`src/rtl/axi4lite_rr_arbiter.sv`:
```
// ============================================================================
//  Module      : axi4lite_rr_arbiter
//  Description : Two-requester AXI4-Lite round-robin arbiter onto a single
//                downstream master port. Write and read paths are arbitrated
//                independently, each with its own FSM and fairness pointer.
//                Optional response timeout with drain states is built when
//                the macro AXI4LITE_ARB_TIMEOUT_EN is defined.
//  Revision    : 1.0 - initial release
// ============================================================================
`default_nettype none

module axi4lite_rr_arbiter #(
    parameter int ADDR_WIDTH     = 32,
    parameter int DATA_WIDTH     = 32,
    parameter int TIMEOUT_CYCLES = 256
) (
    input  logic                        aclk,
    input  logic                        aresetn,
    // Requester side (index 0 in the LSBs)
    input  logic [2*ADDR_WIDTH-1:0]     s_axi_awaddr,
    input  logic [5:0]                  s_axi_awprot,
    input  logic [1:0]                  s_axi_awvalid,
    output logic [1:0]                  s_axi_awready,
    input  logic [2*DATA_WIDTH-1:0]     s_axi_wdata,
    input  logic [2*(DATA_WIDTH/8)-1:0] s_axi_wstrb,
    input  logic [1:0]                  s_axi_wvalid,
    output logic [1:0]                  s_axi_wready,
    output logic [3:0]                  s_axi_bresp,
    output logic [1:0]                  s_axi_bvalid,
    input  logic [1:0]                  s_axi_bready,
    input  logic [2*ADDR_WIDTH-1:0]     s_axi_araddr,
    input  logic [5:0]                  s_axi_arprot,
    input  logic [1:0]                  s_axi_arvalid,
    output logic [1:0]                  s_axi_arready,
    output logic [2*DATA_WIDTH-1:0]     s_axi_rdata,
    output logic [3:0]                  s_axi_rresp,
    output logic [1:0]                  s_axi_rvalid,
    input  logic [1:0]                  s_axi_rready,
    // Shared downstream master
    output logic [ADDR_WIDTH-1:0]       m_axi_awaddr,
    output logic [2:0]                  m_axi_awprot,
    output logic                        m_axi_awvalid,
    input  logic                        m_axi_awready,
    output logic [DATA_WIDTH-1:0]       m_axi_wdata,
    output logic [DATA_WIDTH/8-1:0]     m_axi_wstrb,
    output logic                        m_axi_wvalid,
    input  logic                        m_axi_wready,
    input  logic [1:0]                  m_axi_bresp,
    input  logic                        m_axi_bvalid,
    output logic                        m_axi_bready,
    output logic [ADDR_WIDTH-1:0]       m_axi_araddr,
    output logic [2:0]                  m_axi_arprot,
    output logic                        m_axi_arvalid,
    input  logic                        m_axi_arready,
    input  logic [DATA_WIDTH-1:0]       m_axi_rdata,
    input  logic [1:0]                  m_axi_rresp,
    input  logic                        m_axi_rvalid,
    output logic                        m_axi_rready,
    // Path ownership
    output logic [1:0]                  wr_grant_o,
    output logic [1:0]                  rd_grant_o
);

    localparam int         c_STRB_WIDTH = DATA_WIDTH / 8;
    localparam logic [1:0] c_SLVERR     = 2'b10;

    localparam logic [1:0] W_IDLE  = 2'd0;
    localparam logic [1:0] W_ADDR  = 2'd1;
    localparam logic [1:0] W_RESP  = 2'd2;
    localparam logic [1:0] R_IDLE  = 2'd0;
    localparam logic [1:0] R_ADDR  = 2'd1;
    localparam logic [1:0] R_DATA  = 2'd2;
`ifdef AXI4LITE_ARB_TIMEOUT_EN
    localparam logic [1:0] W_DRAIN = 2'd3;
    localparam logic [1:0] R_DRAIN = 2'd3;
    localparam logic [15:0] c_TIMEOUT = 16'(TIMEOUT_CYCLES);
`endif

    // Elaboration-time guard on the timeout range
    if (TIMEOUT_CYCLES < 2 || TIMEOUT_CYCLES > 65535) begin : g_timeout_range_err
        $error("TIMEOUT_CYCLES must be in 2..65535");
    end

    // Route a single-bit value onto the lane of the selected requester
    function automatic logic [1:0] f_lane(input logic idx, input logic v);
        return idx ? {v, 1'b0} : {1'b0, v};
    endfunction

    // ------------------------------------------------------------------
    // Write path
    // ------------------------------------------------------------------
    logic [1:0] r_wr_state, w_wr_state_nxt;
    logic [1:0] r_wr_grant;
    logic       r_wr_ptr;          // requester favoured when both request
    logic       r_aw_done, r_w_done;
    logic       w_wr_idx, w_wr_pick;
    logic       w_aw_done_nxt, w_w_done_nxt;
    logic       w_wr_to;
    logic       w_aw_rdy, w_w_rdy, w_b_vld;
    logic [1:0] w_b_resp;

    assign w_wr_idx      = r_wr_grant[1];
    assign w_wr_pick     = (&s_axi_awvalid) ? r_wr_ptr : s_axi_awvalid[1];
    assign w_aw_done_nxt = r_aw_done | (m_axi_awvalid & m_axi_awready);
    assign w_w_done_nxt  = r_w_done  | (m_axi_wvalid  & m_axi_wready);
    assign wr_grant_o    = r_wr_grant;

`ifdef AXI4LITE_ARB_TIMEOUT_EN
    logic [15:0] r_wr_cnt;
    assign w_wr_to = (r_wr_state == W_RESP) && (r_wr_cnt == c_TIMEOUT);

    // Count cycles waiting for the write response, saturating at the limit
    always_ff @(posedge aclk) begin
        if (!aresetn)                  r_wr_cnt <= '0;
        else if (r_wr_state != W_RESP) r_wr_cnt <= '0;
        else if (r_wr_cnt != c_TIMEOUT) r_wr_cnt <= r_wr_cnt + 16'd1;
    end
`else
    assign w_wr_to = 1'b0;
`endif

    // Write FSM state register
    always_ff @(posedge aclk) begin
        if (!aresetn) r_wr_state <= W_IDLE;
        else          r_wr_state <= w_wr_state_nxt;
    end

    // Write grant, fairness pointer and per-channel completion flags
    always_ff @(posedge aclk) begin
        if (!aresetn) begin
            r_wr_grant <= 2'b00;
            r_wr_ptr   <= 1'b0;
            r_aw_done  <= 1'b0;
            r_w_done   <= 1'b0;
        end else begin
            if (r_wr_state == W_IDLE && w_wr_state_nxt == W_ADDR) begin
                r_wr_grant <= f_lane(w_wr_pick, 1'b1);
                r_wr_ptr   <= ~w_wr_pick;
            end else if (w_wr_state_nxt == W_IDLE) begin
                r_wr_grant <= 2'b00;
            end
            if (r_wr_state == W_ADDR && w_wr_state_nxt == W_ADDR) begin
                r_aw_done <= w_aw_done_nxt;
                r_w_done  <= w_w_done_nxt;
            end else begin
                r_aw_done <= 1'b0;
                r_w_done  <= 1'b0;
            end
        end
    end

    // Write FSM next-state logic
    always_comb begin
        w_wr_state_nxt = r_wr_state;
        case (r_wr_state)
            W_IDLE: if (|s_axi_awvalid) w_wr_state_nxt = W_ADDR;
            W_ADDR: if (w_aw_done_nxt && w_w_done_nxt) w_wr_state_nxt = W_RESP;
            W_RESP: begin
                if (w_wr_to) begin
`ifdef AXI4LITE_ARB_TIMEOUT_EN
                    if (s_axi_bready[w_wr_idx]) w_wr_state_nxt = W_DRAIN;
`endif
                end else if (m_axi_bvalid && s_axi_bready[w_wr_idx]) begin
                    w_wr_state_nxt = W_IDLE;
                end
            end
`ifdef AXI4LITE_ARB_TIMEOUT_EN
            W_DRAIN: if (m_axi_bvalid) w_wr_state_nxt = W_IDLE;
`endif
            default: w_wr_state_nxt = W_IDLE;
        endcase
    end

    // Write FSM outputs: steer the granted requester onto the master port
    always_comb begin
        m_axi_awaddr  = w_wr_idx ? s_axi_awaddr[2*ADDR_WIDTH-1:ADDR_WIDTH] : s_axi_awaddr[ADDR_WIDTH-1:0];
        m_axi_awprot  = w_wr_idx ? s_axi_awprot[5:3] : s_axi_awprot[2:0];
        m_axi_wdata   = w_wr_idx ? s_axi_wdata[2*DATA_WIDTH-1:DATA_WIDTH] : s_axi_wdata[DATA_WIDTH-1:0];
        m_axi_wstrb   = w_wr_idx ? s_axi_wstrb[2*c_STRB_WIDTH-1:c_STRB_WIDTH] : s_axi_wstrb[c_STRB_WIDTH-1:0];
        m_axi_awvalid = 1'b0;
        m_axi_wvalid  = 1'b0;
        m_axi_bready  = 1'b0;
        w_aw_rdy      = 1'b0;
        w_w_rdy       = 1'b0;
        w_b_vld       = 1'b0;
        w_b_resp      = 2'b00;
        case (r_wr_state)
            W_ADDR: begin
                m_axi_awvalid = s_axi_awvalid[w_wr_idx] & ~r_aw_done;
                w_aw_rdy      = m_axi_awready & ~r_aw_done;
                m_axi_wvalid  = s_axi_wvalid[w_wr_idx] & ~r_w_done;
                w_w_rdy       = m_axi_wready & ~r_w_done;
            end
            W_RESP: begin
                if (w_wr_to) begin
                    w_b_vld  = 1'b1;
                    w_b_resp = c_SLVERR;
                end else begin
                    w_b_vld      = m_axi_bvalid;
                    w_b_resp     = m_axi_bresp;
                    m_axi_bready = s_axi_bready[w_wr_idx];
                end
            end
`ifdef AXI4LITE_ARB_TIMEOUT_EN
            W_DRAIN: m_axi_bready = 1'b1;
`endif
            default: ;
        endcase
    end

    assign s_axi_awready = f_lane(w_wr_idx, w_aw_rdy);
    assign s_axi_wready  = f_lane(w_wr_idx, w_w_rdy);
    assign s_axi_bvalid  = f_lane(w_wr_idx, w_b_vld);
    assign s_axi_bresp   = w_wr_idx ? {w_b_resp, 2'b00} : {2'b00, w_b_resp};

    // ------------------------------------------------------------------
    // Read path
    // ------------------------------------------------------------------
    logic [1:0]            r_rd_state, w_rd_state_nxt;
    logic [1:0]            r_rd_grant;
    logic                  r_rd_ptr;
    logic                  w_rd_idx, w_rd_pick;
    logic                  w_rd_to;
    logic                  w_ar_rdy, w_r_vld;
    logic [1:0]            w_r_resp;
    logic [DATA_WIDTH-1:0] w_r_data;

    assign w_rd_idx   = r_rd_grant[1];
    assign w_rd_pick  = (&s_axi_arvalid) ? r_rd_ptr : s_axi_arvalid[1];
    assign rd_grant_o = r_rd_grant;

`ifdef AXI4LITE_ARB_TIMEOUT_EN
    logic [15:0] r_rd_cnt;
    assign w_rd_to = (r_rd_state == R_DATA) && (r_rd_cnt == c_TIMEOUT);

    // Count cycles waiting for read data, saturating at the limit
    always_ff @(posedge aclk) begin
        if (!aresetn)                   r_rd_cnt <= '0;
        else if (r_rd_state != R_DATA)  r_rd_cnt <= '0;
        else if (r_rd_cnt != c_TIMEOUT) r_rd_cnt <= r_rd_cnt + 16'd1;
    end
`else
    assign w_rd_to = 1'b0;
`endif

    // Read FSM state register
    always_ff @(posedge aclk) begin
        if (!aresetn) r_rd_state <= R_IDLE;
        else          r_rd_state <= w_rd_state_nxt;
    end

    // Read grant and fairness pointer
    always_ff @(posedge aclk) begin
        if (!aresetn) begin
            r_rd_grant <= 2'b00;
            r_rd_ptr   <= 1'b0;
        end else if (r_rd_state == R_IDLE && w_rd_state_nxt == R_ADDR) begin
            r_rd_grant <= f_lane(w_rd_pick, 1'b1);
            r_rd_ptr   <= ~w_rd_pick;
        end else if (w_rd_state_nxt == R_IDLE) begin
            r_rd_grant <= 2'b00;
        end
    end

    // Read FSM next-state logic
    always_comb begin
        w_rd_state_nxt = r_rd_state;
        case (r_rd_state)
            R_IDLE: if (|s_axi_arvalid) w_rd_state_nxt = R_ADDR;
            R_ADDR: if (m_axi_arvalid && m_axi_arready) w_rd_state_nxt = R_DATA;
            R_DATA: begin
                if (w_rd_to) begin
`ifdef AXI4LITE_ARB_TIMEOUT_EN
                    if (s_axi_rready[w_rd_idx]) w_rd_state_nxt = R_DRAIN;
`endif
                end else if (m_axi_rvalid && s_axi_rready[w_rd_idx]) begin
                    w_rd_state_nxt = R_IDLE;
                end
            end
`ifdef AXI4LITE_ARB_TIMEOUT_EN
            R_DRAIN: if (m_axi_rvalid) w_rd_state_nxt = R_IDLE;
`endif
            default: w_rd_state_nxt = R_IDLE;
        endcase
    end

    // Read FSM outputs: steer the granted requester onto the master port
    always_comb begin
        m_axi_araddr  = w_rd_idx ? s_axi_araddr[2*ADDR_WIDTH-1:ADDR_WIDTH] : s_axi_araddr[ADDR_WIDTH-1:0];
        m_axi_arprot  = w_rd_idx ? s_axi_arprot[5:3] : s_axi_arprot[2:0];
        m_axi_arvalid = 1'b0;
        m_axi_rready  = 1'b0;
        w_ar_rdy      = 1'b0;
        w_r_vld       = 1'b0;
        w_r_resp      = 2'b00;
        w_r_data      = '0;
        case (r_rd_state)
            R_ADDR: begin
                m_axi_arvalid = s_axi_arvalid[w_rd_idx];
                w_ar_rdy      = m_axi_arready;
            end
            R_DATA: begin
                if (w_rd_to) begin
                    w_r_vld  = 1'b1;
                    w_r_resp = c_SLVERR;
                end else begin
                    w_r_vld      = m_axi_rvalid;
                    w_r_resp     = m_axi_rresp;
                    w_r_data     = m_axi_rdata;
                    m_axi_rready = s_axi_rready[w_rd_idx];
                end
            end
`ifdef AXI4LITE_ARB_TIMEOUT_EN
            R_DRAIN: m_axi_rready = 1'b1;
`endif
            default: ;
        endcase
    end

    assign s_axi_arready = f_lane(w_rd_idx, w_ar_rdy);
    assign s_axi_rvalid  = f_lane(w_rd_idx, w_r_vld);
    assign s_axi_rresp   = w_rd_idx ? {w_r_resp, 2'b00} : {2'b00, w_r_resp};
    assign s_axi_rdata   = w_rd_idx ? {w_r_data, {DATA_WIDTH{1'b0}}} : {{DATA_WIDTH{1'b0}}, w_r_data};

endmodule

`default_nettype wire
```
`config.mk`:
```
export PLATFORM = sky130hd
export DESIGN_NAME = axi4lite_rr_arbiter
export DESIGN_NICKNAME = d
export VERILOG_FILES = /design/src/rtl/axi4lite_rr_arbiter.sv
export SDC_FILE = /design/constraint.sdc
export NUM_CORES = 1
export LEC_CHECK = 0
export ABC_AREA = 1
export CAP_MARGIN = 20
export CORE_AREA = 2 2 182 184
export CTS_CLUSTER_DIAMETER = 200
export DETAILED_ROUTE_END_ITERATION = 10
export DIE_AREA = 0 0 184 186
export HOLD_SLACK_MARGIN = 0.05
export SLEW_MARGIN = 20
export SYNTH_ARGS = -nofsm -noshare
export SYNTH_HDL_FRONTEND = slang
export SYNTH_SLANG_ARGS = --single-unit
```
`constraint.sdc`:
```
create_clock -name aclk -period 1.85 [get_ports aclk]
set_clock_uncertainty 0.2 [all_clocks]
set_input_delay 0.4625 -clock aclk [delete_from_list [all_inputs] [get_ports aclk]]
set_output_delay 0.4625 -clock aclk [all_outputs]
set_load 0.02 [all_outputs]
```
==> results_dict.tcl, run 1 <==
set metrics [dict create \
    clockBufferDepth 2 \
    cp_num_buf_inv 4 \
    tightest_slew_ns 0.254 \
    clk_latency_ns 0.24 \
    path_clk_slew_ns 0.05 \
    setup_violations 196 \
    synth_top_area_share_pct 50.0 \
    crit_path_start_kind "register" \
    die_height_um 186 \
    p_leak_nw 4.83 \
    ys_ff_latch 12 \
    slew_headroom_pct 82.9 \
    area_delta_synth_final_pct 275 \
    drt_iter0_drc 129 \
    num_antenna_cells 0 \
    cpLargestDelayFamily "buffers and inverters" \
    grt_usage_pct 10.6 \
    p_seq_share_pct 8.9 \
    worst_setup_path_end_kind "output pin" \
    p_clk_share_pct 12.7 \
    cpMaxStageDelayCell "dfxtp_2" \
    multiInputGateArea_um2 2670 \
    dp.cells 1487 \
    finalWorstSetupSlack_ns -0.213 \
    num_vias 5696 \
    drv_slew 0 \
    netSwitchingFraction_pct 41.6 \
    route.detailed.drc 0 \
    comb_power_share_pct 78.4 \
    pre_cts_slack_ns -0.733 \
    power.switching_mw 1.46 \
    critPathRequiredTime_ns 1.19 \
    grt_max_degree 28 \
    start_util_pct 8.06 \
    syn_area_per_cell_um2 4.46 \
    worstPathMaxFanout 5 \
    dpl-instance-area_um2 8620 \
    ir_worst_vdd_v 0.000222 \
    syn_inst 582 \
    fin_hold_ws_ns 0.264 \
    crit_arrival_ns 1.40 \
    synth_seq_area_share_pct 9.26 \
    finalCritPeriodShare_pct 112 \
    hpwlAfterDp_um 16400 \
    cts_made_buffers 3 \
    min_path_type "reg2reg" \
    num_rows 66 \
    via_per_inst 3.67 \
    fin_util_pct 30.2 \
    drv_cap 0 \
    ios 462 \
    final.min_clock_period_ns 2.06 \
    regArea_um2 258 \
    grt_first_pass_wirelength_um 28300 \
    drt-total-wl_um 22400 \
    synth_nets 847 \
    setup_total_negative_slack_ns -17.81 \
    antenna_found_initial 0 \
    synth_top_area_cell "nand2_1" \
    internal_power_mw 2.06 \
    io_buffers 461 \
    power-per-cell-area_nw_per_um2 361 \
    design_area_um2 9740 \
    cts_root_buffer "clkbuf_16" \
    drive_gt1_share_pct 43.5 \
    crit_path_max_incr_delay_ns 0.34 \
    final_common_cell "nand2_1" \
    fill_cells 3451 \
    hold_viol 0 \
    num-nets-final 1408 \
    netlist_area_um2 2590 \
    place.gp.congestion 0.833 \
    die_x_um 184 \
    clkSinkCount 12 \
    fp.dieArea_um2 34200 \
    setup.worst_path.class "reg2out" \
    yosys-top-cells-area "nand2_1 (50%), nor3_1 (15%), dfxtp_1 (9.3%)" \
    core_area_um2 32200 \
    final_cell_mix "nand2_1 (319), clkdlybuf4s50_1 (227), buf_4 (142)" \
    p_total_mw 3.52 \
    wire_per_inst_um 14.5 \
    ys_warn_count 0 \
    timing.critical_path.mode_cell "buf_6" \
    fmaxAchievable_mhz 485 \
    grt_pass1_vias 5214 \
    violations "negative setup slack" \
    dr.pass1.iters 4 \
    htreeDepth 1 \
    postRouteAntennaNets 0 \
    rsz0062_at_grt "true" \
    synth_cell_types 23 \
    cts_tree "done" \
    status "complete, but fails checks" \
    grt-ovfl-total 0 \
    cp_cell_sequence "nor2_4 -> buf_6 -> clkinvlp_4 -> buf_12 -> nor3_4 -> buf_6" \
    fin_cells 1550 \
]
[layout make-up]
type                       instances  share of cell area (%)
timing repair buffer             594                    61.2
inverter                          61                    2.65
sequential                        12                    2.65
multi-input combinational        471                    27.4
clock buffer                       4                   0.912
tap                              408                    5.24
[tightest hold or removal path, delay by kind of cell, from the launching register on]
kind / cells / cell delay (ns)
flops: 1 / 0.31
simple gates: 1 / 0.06
compound gates: 1 / 0.05
[registers in the layout, summed over array words and instances (netlist names)]
name,flops
r_rd_state,2
r_wr_state,2
rd_grant_o,2
wr_grant_o,2
r_aw_done,1
r_rd_ptr,1
r_w_done,1
r_wr_ptr,1
[cells by family after synthesis]
kind of cell | count (synthesis) | share of synthesized area [%]
AO/OA/AOI/OAI | 17 | 4.10
buffers and inverters | 100 | 15.5
flip-flops | 12 | 9.26
AND/OR/NAND/NOR | 453 | 71.1
[power by group through the flow]
stage / clock (mW) / combinational (mW) / sequential [mW]
2_1_floorplan: 0 / 0.923 / 0.307
3_3_place_gp: 0 / 2.41 / 0.300
3_5_place_dp: 0 / 2.41 / 0.300
4_1_cts: 0.459 / 2.44 / 0.302
5_1_grt: 0.474 / 2.94 / 0.316
6_report: 0.447 / 2.76 / 0.312
[cell usage after synthesis (all sizes together)]
library cell	number
or2	2
nor2	17
a21oi	10
clkbuf	27
nor3	80
clkinv	1
nand4	3
a211oi	1
inv	60
nand3	5
o21ai	6
nand2	346
buf	12
dfxtp	12
[routing by layer]
metal / global-route usage (%) / wire length [µm]
met5: 0 / 0
met3: 1.76 / 1380
met4: 1.22 / 108
met1: 13.1 / 9230
met2: 19.5 / 11700
[worst paths after layout]
kind / startpoint / to / slack [ns] / depth (start not counted)
worst min register to register: r_rd_ptr / r_rd_ptr / 0.26 / 2
worst max-delay path: r_wr_state[0] / s_axi_bresp[0] / -0.21 / 6
worst min-delay path: r_rd_ptr / r_rd_ptr / 0.26 / 2
worst max register to register: rd_grant_o[1] / rd_grant_o[1] / -0.02 / 12
[repair_timing]
action	CTS	global route
pin swaps	40	40
gates cloned	7	11
hold buffers	0	0
resized for setup	736	447
buffers inserted	18	26
endpoints found under the setup margin	196	199
No activity file was read; power rests on OpenSTA's default activity.
==> run 2, diff against run 1 <==
GPL_ROUTABILITY_DRIVEN = 0   (was unset)
SLEW_MARGIN = unset   (was 20)
==> results of run 2 <==
No change in the layout: final DEF, timing and power equal those of run 1.
==> run 3, diff against run 2 <==
CTS_CLUSTER_DIAMETER = unset   (was 200)
==> results of run 3 <==
No change in the layout: final DEF, timing and power equal those of run 1.
